File: config.mk
export PLATFORM = sky130hd
export DESIGN_NAME = datastream_sender
export DESIGN_NICKNAME = d
export VERILOG_FILES = /design/src/rtl/datastream_pkg.sv /design/src/rtl/datastream_fifo.sv /design/src/rtl/datastream_sender.sv
export SDC_FILE = /design/constraint.sdc
export NUM_CORES = 1
export LEC_CHECK = 0
export BUFFER_PORTS_ARGS = -buffer_cell sky130_fd_sc_hd__buf_2
export CAP_MARGIN = 20
export CORE_MARGIN = 5
export CORE_UTILIZATION = 40
export CTS_BUF_LIST = sky130_fd_sc_hd__clkbuf_4 sky130_fd_sc_hd__clkbuf_8
export CTS_CLUSTER_DIAMETER = 200
export DETAILED_ROUTE_END_ITERATION = 10
export PLACE_DENSITY_LB_ADDON = 0.2
export SLEW_MARGIN = 20
export SYNTH_ARGS = -nofsm -noshare
export SYNTH_HDL_FRONTEND = slang
export SYNTH_SLANG_ARGS = --single-unit
File: constraint.sdc
create_clock -name clk_i -period 2.5 [get_ports clk_i]
set_input_delay 0.25 -clock clk_i [delete_from_list [all_inputs] [get_ports clk_i]]
set_output_delay 0.25 -clock clk_i [all_outputs]
set_load 0.005 [all_outputs]
File: src/rtl/datastream_pkg.sv
`default_nettype none
// +----------------------------------------------------------------------+
// | datastream_pkg : shared types and constants for the datastream sender |
// | Revision 1.0                                                          |
// +----------------------------------------------------------------------+
package datastream_pkg;

  localparam int DATASIZE_DEF = 8;
  localparam int SENT_CNT_W   = 16;

  typedef enum logic [1:0] {
    IDLE = 2'd0,
    SEND = 2'd1,
    GAP  = 2'd2
  } sender_state_t;

endpackage
`default_nettype wire

File: src/rtl/datastream_fifo.sv
`default_nettype none
// +----------------------------------------------------------------------+
// | datastream_fifo : power-of-two FIFO with registered level/full        |
// | Revision 1.0                                                          |
// +----------------------------------------------------------------------+
module datastream_fifo
  import datastream_pkg::*;
#(
  parameter int DATASIZE   = DATASIZE_DEF,
  parameter int FIFO_DEPTH = 8
) (
  input  logic                          clk_i,
  input  logic                          rst_i,
  input  logic                          push_i,
  input  logic [DATASIZE-1:0]           data_i,
  input  logic                          pop_i,
  output logic [DATASIZE-1:0]           head_o,
  output logic [$clog2(FIFO_DEPTH):0]   level_o,
  output logic                          full_o
);

  localparam int AW = $clog2(FIFO_DEPTH);
  localparam int LW = AW + 1;

  if (FIFO_DEPTH < 2 || (FIFO_DEPTH & (FIFO_DEPTH - 1)) != 0) begin : g_bad_depth
    $error("datastream_fifo: FIFO_DEPTH must be a power of two >= 2");
  end

  logic [DATASIZE-1:0] mem_q [FIFO_DEPTH];
  logic [AW-1:0]       wr_ptr_q, wr_ptr_d;
  logic [AW-1:0]       rd_ptr_q, rd_ptr_d;
  logic [LW-1:0]       level_q,  level_d;
  logic                w_push, w_pop;

  assign full_o  = (level_q == LW'(FIFO_DEPTH));
  assign level_o = level_q;
  assign head_o  = mem_q[rd_ptr_q];

  assign w_push = push_i && !full_o;
  assign w_pop  = pop_i && (level_q != '0);

  always_comb begin
    wr_ptr_d = wr_ptr_q;
    rd_ptr_d = rd_ptr_q;
    level_d  = level_q;
    if (w_push) wr_ptr_d = wr_ptr_q + AW'(1);
    if (w_pop)  rd_ptr_d = rd_ptr_q + AW'(1);
    case ({w_push, w_pop})
      2'b10:   level_d = level_q + LW'(1);
      2'b01:   level_d = level_q - LW'(1);
      default: level_d = level_q;
    endcase
  end

  always_ff @(posedge clk_i or posedge rst_i) begin
    if (rst_i) begin
      wr_ptr_q <= '0;
      rd_ptr_q <= '0;
      level_q  <= '0;
    end else begin
      wr_ptr_q <= wr_ptr_d;
      rd_ptr_q <= rd_ptr_d;
      level_q  <= level_d;
    end
  end

  // Storage is deliberately left out of reset; pointers alone define validity.
  always_ff @(posedge clk_i) begin
    if (w_push) mem_q[wr_ptr_q] <= data_i;
  end

endmodule
`default_nettype wire

File: src/rtl/datastream_sender.sv
`default_nettype none
// +----------------------------------------------------------------------+
// | datastream_sender : FIFO-buffered valid/ready streamer with bursts    |
// | Revision 1.0                                                          |
// +----------------------------------------------------------------------+
module datastream_sender
  import datastream_pkg::*;
#(
  parameter int DATASIZE   = DATASIZE_DEF,
  parameter int FIFO_DEPTH = 8,
  parameter int BURST_LEN  = 4,
  parameter int GAP_CYCLES = 2
) (
  input  logic                          clk_i,
  input  logic                          rst_i,
  input  logic [DATASIZE-1:0]           wr_data_i,
  input  logic                          wr_en_i,
  output logic                          full_o,
  output logic [$clog2(FIFO_DEPTH):0]   level_o,
  output logic [DATASIZE-1:0]           data_o,
  output logic                          valid_o,
  input  logic                          ready_i,
  output logic [SENT_CNT_W-1:0]         sent_count_o
);

  localparam int LW = $clog2(FIFO_DEPTH) + 1;
  localparam int BW = (BURST_LEN > 1) ? $clog2(BURST_LEN) : 1;
  localparam int GW = (GAP_CYCLES > 1) ? $clog2(GAP_CYCLES) : 1;
  localparam logic [BW-1:0] BURST_LAST = BW'(BURST_LEN - 1);
  localparam logic [GW-1:0] GAP_LAST   = GW'(GAP_CYCLES - 1);
  localparam bit            GAP_EN     = (GAP_CYCLES > 0);

  sender_state_t           state_q, state_d;
  logic [BW-1:0]           burst_q, burst_d;
  logic [GW-1:0]           gap_q,   gap_d;
  logic [SENT_CNT_W-1:0]   sent_q,  sent_d;
  logic [DATASIZE-1:0]     w_head;
  logic                    w_xfer;
  logic                    w_push_ok;

  assign w_xfer       = (state_q == SEND) && ready_i;
  assign w_push_ok    = wr_en_i && !full_o;
  assign sent_count_o = sent_q;

  datastream_fifo #(
    .DATASIZE   (DATASIZE),
    .FIFO_DEPTH (FIFO_DEPTH)
  ) u_fifo (
    .clk_i   (clk_i),
    .rst_i   (rst_i),
    .push_i  (wr_en_i),
    .data_i  (wr_data_i),
    .pop_i   (w_xfer),
    .head_o  (w_head),
    .level_o (level_o),
    .full_o  (full_o)
  );

  always_ff @(posedge clk_i or posedge rst_i) begin
    if (rst_i) begin
      state_q <= IDLE;
      burst_q <= '0;
      gap_q   <= '0;
      sent_q  <= '0;
    end else begin
      state_q <= state_d;
      burst_q <= burst_d;
      gap_q   <= gap_d;
      sent_q  <= sent_d;
    end
  end

  always_comb begin
    state_d = state_q;
    burst_d = burst_q;
    gap_d   = gap_q;
    sent_d  = w_xfer ? sent_q + SENT_CNT_W'(1) : sent_q;
    case (state_q)
      IDLE: begin
        if (level_o != '0) state_d = SEND;
      end
      SEND: begin
        if (w_xfer) begin
          if (GAP_EN && (burst_q == BURST_LAST)) begin
            state_d = GAP;
            burst_d = '0;
            gap_d   = '0;
          end else begin
            burst_d = burst_q + BW'(1);
            // Leaving the last word behind only if a push refills the FIFO.
            if ((level_o > LW'(1)) || w_push_ok) state_d = SEND;
            else                                 state_d = IDLE;
          end
        end
      end
      GAP: begin
        if (gap_q == GAP_LAST) state_d = IDLE;
        else                   gap_d   = gap_q + GW'(1);
      end
      default: state_d = IDLE;
    endcase
  end

  always_comb begin
    valid_o = (state_q == SEND);
    data_o  = valid_o ? w_head : '0;
  end

endmodule
`default_nettype wire

==> run_results.csv, run 1 <==
group,metric,value,unit
power,clkPwrFrac,0.204,
global_route,grt_max_degree,32,
synth,synth_top_cell_by_area,"edfxtp_1",
synth,synth-edff-count,64,
layout,synthToLayoutAreaGrowth,16.1,%
synth,synth.area.top_cells,"edfxtp_1 (49%), dfrtp_1 (20%), mux4_2 (9.1%)",
clocking,post_cts_resized,0,
floorplan,dieArea,12000,sq um
synth,syn-instance-count,243,
critical_path,rr_startpoint,"u_fifo.level_o[1]$_DFFE_PP0P_",
critical_path,critPathRequiredTime,2.25,ns
clocking,cts-root-buf,"clkbuf_8",
clocking,path_clk_slew,0.09,ns
floorplan,fp-row-count,36,
place,place.gp.congestion,0.772,
sta,finalMaxSlewViolations,0,
global_route,grt_pass1_wl,11.8,mm
synth,synth_area,3950,sq um
power,power.static_leakage,1.80,nW
sta,hold_viol_final,0,
outcome,status,"finished, final reports clean",
place,place_ws,0.430,ns
power,peakVddDrop,453,uV
sta,finalSetupTns,0,ns
power,intPower,0.00332,W
floorplan,fp.dieH,109,um
synth,mappedNetlistNets,263,
sta,min_period,2.28,ns
detailed_routing,drc,0,
sta,max_freq,438,MHz
flow_run,drv_cap,0,
clocking,cts_inserted_buffers,9,
detailed_routing,avgViaCountPerCell,4.94,
global_route,gr-usage-met3,0.0276,
detailed_routing,ant_nets,0,
synth,synth_ff_type,"edfxtp_1",
global_route,grtUsageMet2,0.218,
detailed_routing,drt_iter0_drc,63,
global_route,grt_most_used_layer,"met2",
detailed_routing,wl_per_cell,16.1,um
sta,setup_slack,0.218,ns
critical_path,r2r_cells,8,
layout,layout-drive-gt1-share,0.303,
critical_path,crit_arrival,2.03,ns
synth,synth_cell_type_count,38,
clocking,clk_latency,0.35,ns
detailed_routing,vias,2175,
sta,clock_skew,0.0164,ns
synth,synth_seq_area_share,0.682,
clocking,ctsLongestPathBuffers,2,
global_route,grt.overflow.total,0,
power,p_sw,0.00159,W
place,dpl.hpwl,4.86,mm
global_route,globalRouteTotalUtil,0.134,
place,io_buffers,41,
clocking,htreeDepth,3,
sta,grt_setup_unrepaired,"no",
power,pwr-share-seq,0.476,
sta,slew_headroom,0.452,
global_route,use_met1,0.178,
critical_path,path_class,"flop to primary output",
floorplan,ios,42,
place,placed_area,4380,sq um
detailed_routing,wl,7.07,mm
sta,timing.final.crit_share,0.913,
synth,yosys_warnings,0,
detailed_routing,firstDrtPassIters,4,
hold_path,worstHoldEndpoint,"u_fifo.mem_q[1][3]$_DFFE_PP_",
power,sw_frac_of_total,0.324,
critical_path,rrSetupSlack,0.42,ns
synth,synth.avg_cell_area,16.3,sq um
sta,hold_ws,0.177,ns
layout,fillers,901,
synth,async_flop_share,0.326,
synth,synth_top_area_frac,0.486,
global_route,grt_antenna_before_repair,0,
power,powerDensity,1070,nW/um^2
layout,antennaDiodeCount,0,
sta,setup-violations-final,0,
power,pwr-share-comb,0.320,
clocking,cts.sinks,95,
critical_path,r2r-end,"u_fifo.level_o[3]$_DFFE_PP0P_",
hold_path,holdCritStartpoint,"wr_data_i[3]",
layout,fin_nets,322,
sta,worst_slew_pin_slew,0.822,ns
clocking,cts_tree,"yes",
floorplan,die_x,109,um
critical_path,endpoint_kind,"primary output",
global_route,grt_pass1_vias,2258,
layout,final_area,4590,sq um
floorplan,core,9730,sq um
critical_path,cp_max_fo,18,
hold_path,holdCritPathClass,"primary input to flop",
critical_path,start_kind,"flop",
hold_path,hold_depth,1,
floorplan,initial_core_util,0.406,
synth,ys_ff_latch,95,
-- per-stage QoR --
step / utilization / power [W] / std cells
6_report: 0.472 / 0.00491 / 440
2_1_floorplan: - / 0.00342 / 243
5_1_grt: 0.472 / 0.00525 / 440
3_5_place_dp: 0.450 / 0.00398 / 423
4_1_cts: 0.472 / 0.00499 / 440
3_3_place_gp: 0.450 / 0.00396 / 423
-- critical path: stages, from the launching register on --
cell and delay (ns):
dfrtp_1 0.88, mux4_2 0.45, mux2i_1 0.14, nor2_1 0.06, buf_2 0.14
-- metal layers --
metal	up-vias	share of wire
li1	1021	-
met1	1104	0.46
met2	43	0.49
met3	7	0.038
met4	0	0.010
met5	-	0
-- placed cells by master (no fill, tap or decap), types with 2 or more instances in the layout --
cell type,instances
inv_1,8
xor2_1,4
mux4_2,16
edfxtp_1,64
dfrtp_1,31
xnor2_1,18
nand2b_1,2
ha_1,8
buf_4,12
nand4_1,2
clkinv_4,2
clkbuf_8,9
nand3_1,11
mux2i_1,9
a21oi_1,2
nand2_1,15
nor2_1,22
nor3_1,4
buf_2,41
mux2_2,4
-- synthesized netlist by cell type (4+ instances only) --
master    instances
mux2i_1           9
nand2_1          15
nor2_1           22
edfxtp_1         64
dfrtp_1          31
nor3_1            4
nand3_1          11
mux2_2            4
xor2_1            4
mux4_2           16
ha_1              8
xnor2_1          18
inv_1             8
-- power groups by stage --
| stage | Combinational (W) | Clock (W) | Sequential (W) |
|---|---|---|---|
| after global placement | 0.00159 | 0 | 0.00237 |
| after detailed placement | 0.00161 | 0 | 0.00237 |
| after floorplan | 0.00119 | 0 | 0.00223 |
| after CTS | 0.00161 | 0.00104 | 0.00234 |
| final | 0.00157 | 0.00100 | 0.00234 |
| after global routing | 0.00176 | 0.00110 | 0.00239 |
-- repair_timing --
item	CTS	global route
endpoints found under the hold margin	31	0
setup buffers	0	0
hold buffers	1	0
-- area by class of cell --
cell class	instances	area, sq um	area share
Sequential cell	95	2700	0.588
Inverter	8	30.0	0.00654
Timing Repair Buffer	54	305	0.0665
Clock buffer	10	131	0.0286
Clock inverter	6	68.8	0.0150
Tap cell	133	166	0.0363
Multi-Input combinational cell	134	1190	0.259
-- flip-flops by register name (all words and copies together), names as in the netlist --
name	count
u_fifo.level_o	4
u_fifo.wr_ptr_q	3
u_fifo.rd_ptr_q	3
gap_q	1
state_q	2
burst_q	2
u_fifo.mem_q	64
sent_count_o	16
-- worst max path at each step --
stage               cells past startpoint                            end  slack, ns                      startpoint
floorplan                               6   u_fifo.mem_q[0][0]$_DFFE_PP_       0.22   u_fifo.level_o[0]$_DFFE_PP0P_
global placement                        8  u_fifo.level_o[3]$_DFFE_PP0P_       0.51   u_fifo.level_o[0]$_DFFE_PP0P_
detailed placement                      8  u_fifo.level_o[2]$_DFFE_PP0P_       0.43   u_fifo.level_o[0]$_DFFE_PP0P_
CTS                                     4                      data_o[6]       0.14  u_fifo.rd_ptr_q[1]$_DFFE_PP0P_
global route                            4                      data_o[6]       0.04  u_fifo.rd_ptr_q[1]$_DFFE_PP0P_
finish                                  4                      data_o[6]       0.22  u_fifo.rd_ptr_q[1]$_DFFE_PP0P_
-- cells by family (layout without fill, tap and decap cells) --
kind of cell             count (synthesis)  after routing  synth area share
multiplexers                            29             29             0.125
AO/OA/AOI/OAI                            7              7            0.0117
flip-flops                              95             95             0.682
XOR/XNOR                                22             22            0.0487
buffers and inverters                   14             78            0.0168
adder cells (fa/ha/maj)                  8              8            0.0253
AND/OR/NAND/NOR                         68             68            0.0899
(Power assumes the default switching activity.)
==> run 2, diff against run 1 <==
--- a/config.mk
+++ b/config.mk
@@ -12,7 +12,7 @@
 export CTS_BUF_LIST = sky130_fd_sc_hd__clkbuf_4 sky130_fd_sc_hd__clkbuf_8
 export CTS_CLUSTER_DIAMETER = 200
 export DETAILED_ROUTE_END_ITERATION = 10
-export PLACE_DENSITY_LB_ADDON = 0.2
+export PLACE_DENSITY = 0.66
 export SLEW_MARGIN = 20
 export SYNTH_ARGS = -nofsm -noshare
 export SYNTH_HDL_FRONTEND = slang
==> run_results.csv, run 2 (synthesized netlist as in run 1, its figures left out) <==
group,metric,value,unit
sta,min_period,2.29,ns
power,intPower,0.00342,W
layout,layout_common_cells,"edfxtp_1 (64), buf_2 (41), dfrtp_1 (31)",
sta,grt_setup_unrepaired,"no",
power,powerDensity,1090,nW/um^2
clocking,htreeDepth,3,
detailed_routing,avgViaCountPerCell,4.87,
clocking,post_cts_resized,0,
place,place.gp.congestion,0.779,
layout,antennaDiodeCount,0,
clocking,path_clk_slew,0.09,ns
flow_run,drv_cap,0,
clocking,postCtsSetupRepairBufs,0,
critical_path,cp_slowest_cell,"dfrtp_1",
sta,max_freq,437,MHz
clocking,cts_hold_buf,1,
detailed_routing,drc,0,
critical_path,cp_max_fo,18,
clocking,cts.sinks,95,
layout,layout-drive-gt1-share,0.300,
clocking,cts_tree,"yes",
global_route,grt.overflow.total,0,
layout,final_common_cell,"edfxtp_1",
power,power.static_leakage,1.81,nW
layout,fillers,897,
power,pwr-share-seq,0.465,
outcome,status,"finished, final reports clean",
critical_path,critPathRequiredTime,2.25,ns
sta,finalMaxSlewViolations,0,
detailed_routing,ant_nets,0,
floorplan,die_x,109,um
floorplan,core,9730,sq um
critical_path,rr_startpoint,"u_fifo.level_o[0]$_DFFE_PP0P_",
sta,worst_slew_pin_slew,0.796,ns
floorplan,ios,42,
clocking,cts_inserted_buffers,9,
sta,slew_headroom,0.469,
critical_path,path_cells,"mux4_2 > mux2i_1 > nor2_1 > buf_2",
power,sw_frac_of_total,0.317,
floorplan,fp.dieH,109,um
hold_path,holdCritPathClass,"primary input to flop",
critical_path,path_class,"flop to primary output",
power,clkPwrFrac,0.220,
sta,finalSetupTns,0,ns
global_route,grt_max_degree,32,
detailed_routing,wl,6.97,mm
floorplan,initial_core_util,0.406,
detailed_routing,drt_iter0_drc,72,
critical_path,endpoint_kind,"primary output",
clocking,ctsLongestPathBuffers,2,
hold_path,worstHoldEndpoint,"u_fifo.mem_q[2][2]$_DFFE_PP_",
detailed_routing,firstDrtPassIters,4,
floorplan,fp-row-count,36,
global_route,grt_pass1_wl,11.4,mm
hold_path,hold_depth,1,
sta,setup-violations-final,0,
clocking,clk_latency,0.36,ns
critical_path,rrSetupSlack,0.45,ns
hold_path,holdCritStartpoint,"wr_data_i[2]",
power,peakVddDrop,535,uV
clocking,cts-root-buf,"clkbuf_8",
power,p_sw,0.00159,W
sta,hold_viol_final,0,
power,total_power,0.00501,W
detailed_routing,wl_per_cell,15.8,um
sta,clock_skew,0.00868,ns
detailed_routing,vias,2142,
power,pwr-share-comb,0.315,
layout,synthToLayoutAreaGrowth,16.6,%
critical_path,r2r_cells,7,
critical_path,r2r-end,"u_fifo.mem_q[0][1]$_DFFE_PP_",
global_route,globalRouteTotalUtil,0.128,
critical_path,start_kind,"flop",
layout,fin_nets,322,
floorplan,dieArea,12000,sq um
place,dpl.hpwl,4.70,mm
place,io_buffers,41,
critical_path,slowest_delay,0.87,ns
layout,largest_reg_flops,64,
global_route,grt_antenna_before_repair,0,
layout,top_register,"u_fifo.mem_q",
critical_path,crit_arrival,2.04,ns
global_route,grt_pass1_vias,2205,
sta,timing.final.crit_share,0.916,
## run 2: worst max-delay path by stage
stage                                               from                            end  slack [ns]  depth (start not counted)
after floorplan            u_fifo.level_o[0]$_DFFE_PP0P_   u_fifo.mem_q[0][0]$_DFFE_PP_        0.22                          6
after global routing      u_fifo.rd_ptr_q[1]$_DFFE_PP0P_                      data_o[6]        0.06                          4
after global placement     u_fifo.level_o[0]$_DFFE_PP0P_   u_fifo.mem_q[0][3]$_DFFE_PP_        0.53                          7
after CTS                 u_fifo.rd_ptr_q[1]$_DFFE_PP0P_                      data_o[6]        0.16                          4
after detailed placement   u_fifo.level_o[0]$_DFFE_PP0P_  u_fifo.level_o[2]$_DFFE_PP0P_        0.45                          8
final                     u_fifo.rd_ptr_q[1]$_DFFE_PP0P_                      data_o[6]        0.21                          4
## run 2: metal layers
metal  track usage  up-vias  share of wire
met5             0        -              0
met4        0.0410        0          0.012
met3        0.0329        8          0.044
met2         0.203       44           0.47
met1         0.173     1071           0.47
li1              -     1019              -
## run 2: layout make-up
class	instances	area (sq um)	share of cell area
inverter	8	30.0	0.00651
multi-input combinational	134	1190	0.258
timing repair buffer	54	305	0.0662
sequential	95	2700	0.585
tap	133	166	0.0361
clock buffer	10	131	0.0285
clock inverter	6	91.3	0.0198
## run 2: worst max-delay path: cells and delay by family, from the launching register on
family | cells | cell delay [ns]
flops | 1 | 0.87
mux | 2 | 0.59
buf+inv | 1 | 0.15
simple gates | 1 | 0.07
## run 2: through the flow
step           instance area [sq um]  hold slack, ns  instances  worst slack [ns]  utilization
5_1_grt                         4610           0.141        440            0.0642        0.474
6_report                        4610           0.155        440             0.211        0.474
3_5_place_dp                    4380           0.356        423             0.453        0.450
3_3_place_gp                    4380           0.350        423             0.526        0.450
2_1_floorplan                   3950           0.349        243             0.219            -
4_1_cts                         4610           0.136        440             0.163        0.474
## run 2: power groups by stage
stage	combinational, W	clock, W	sequential, W
floorplan	0.00119	0	0.00223
global placement	0.00158	0	0.00236
detailed placement	0.00161	0	0.00237
CTS	0.00162	0.00113	0.00234
global route	0.00176	0.00121	0.00238
finish	0.00158	0.00110	0.00233
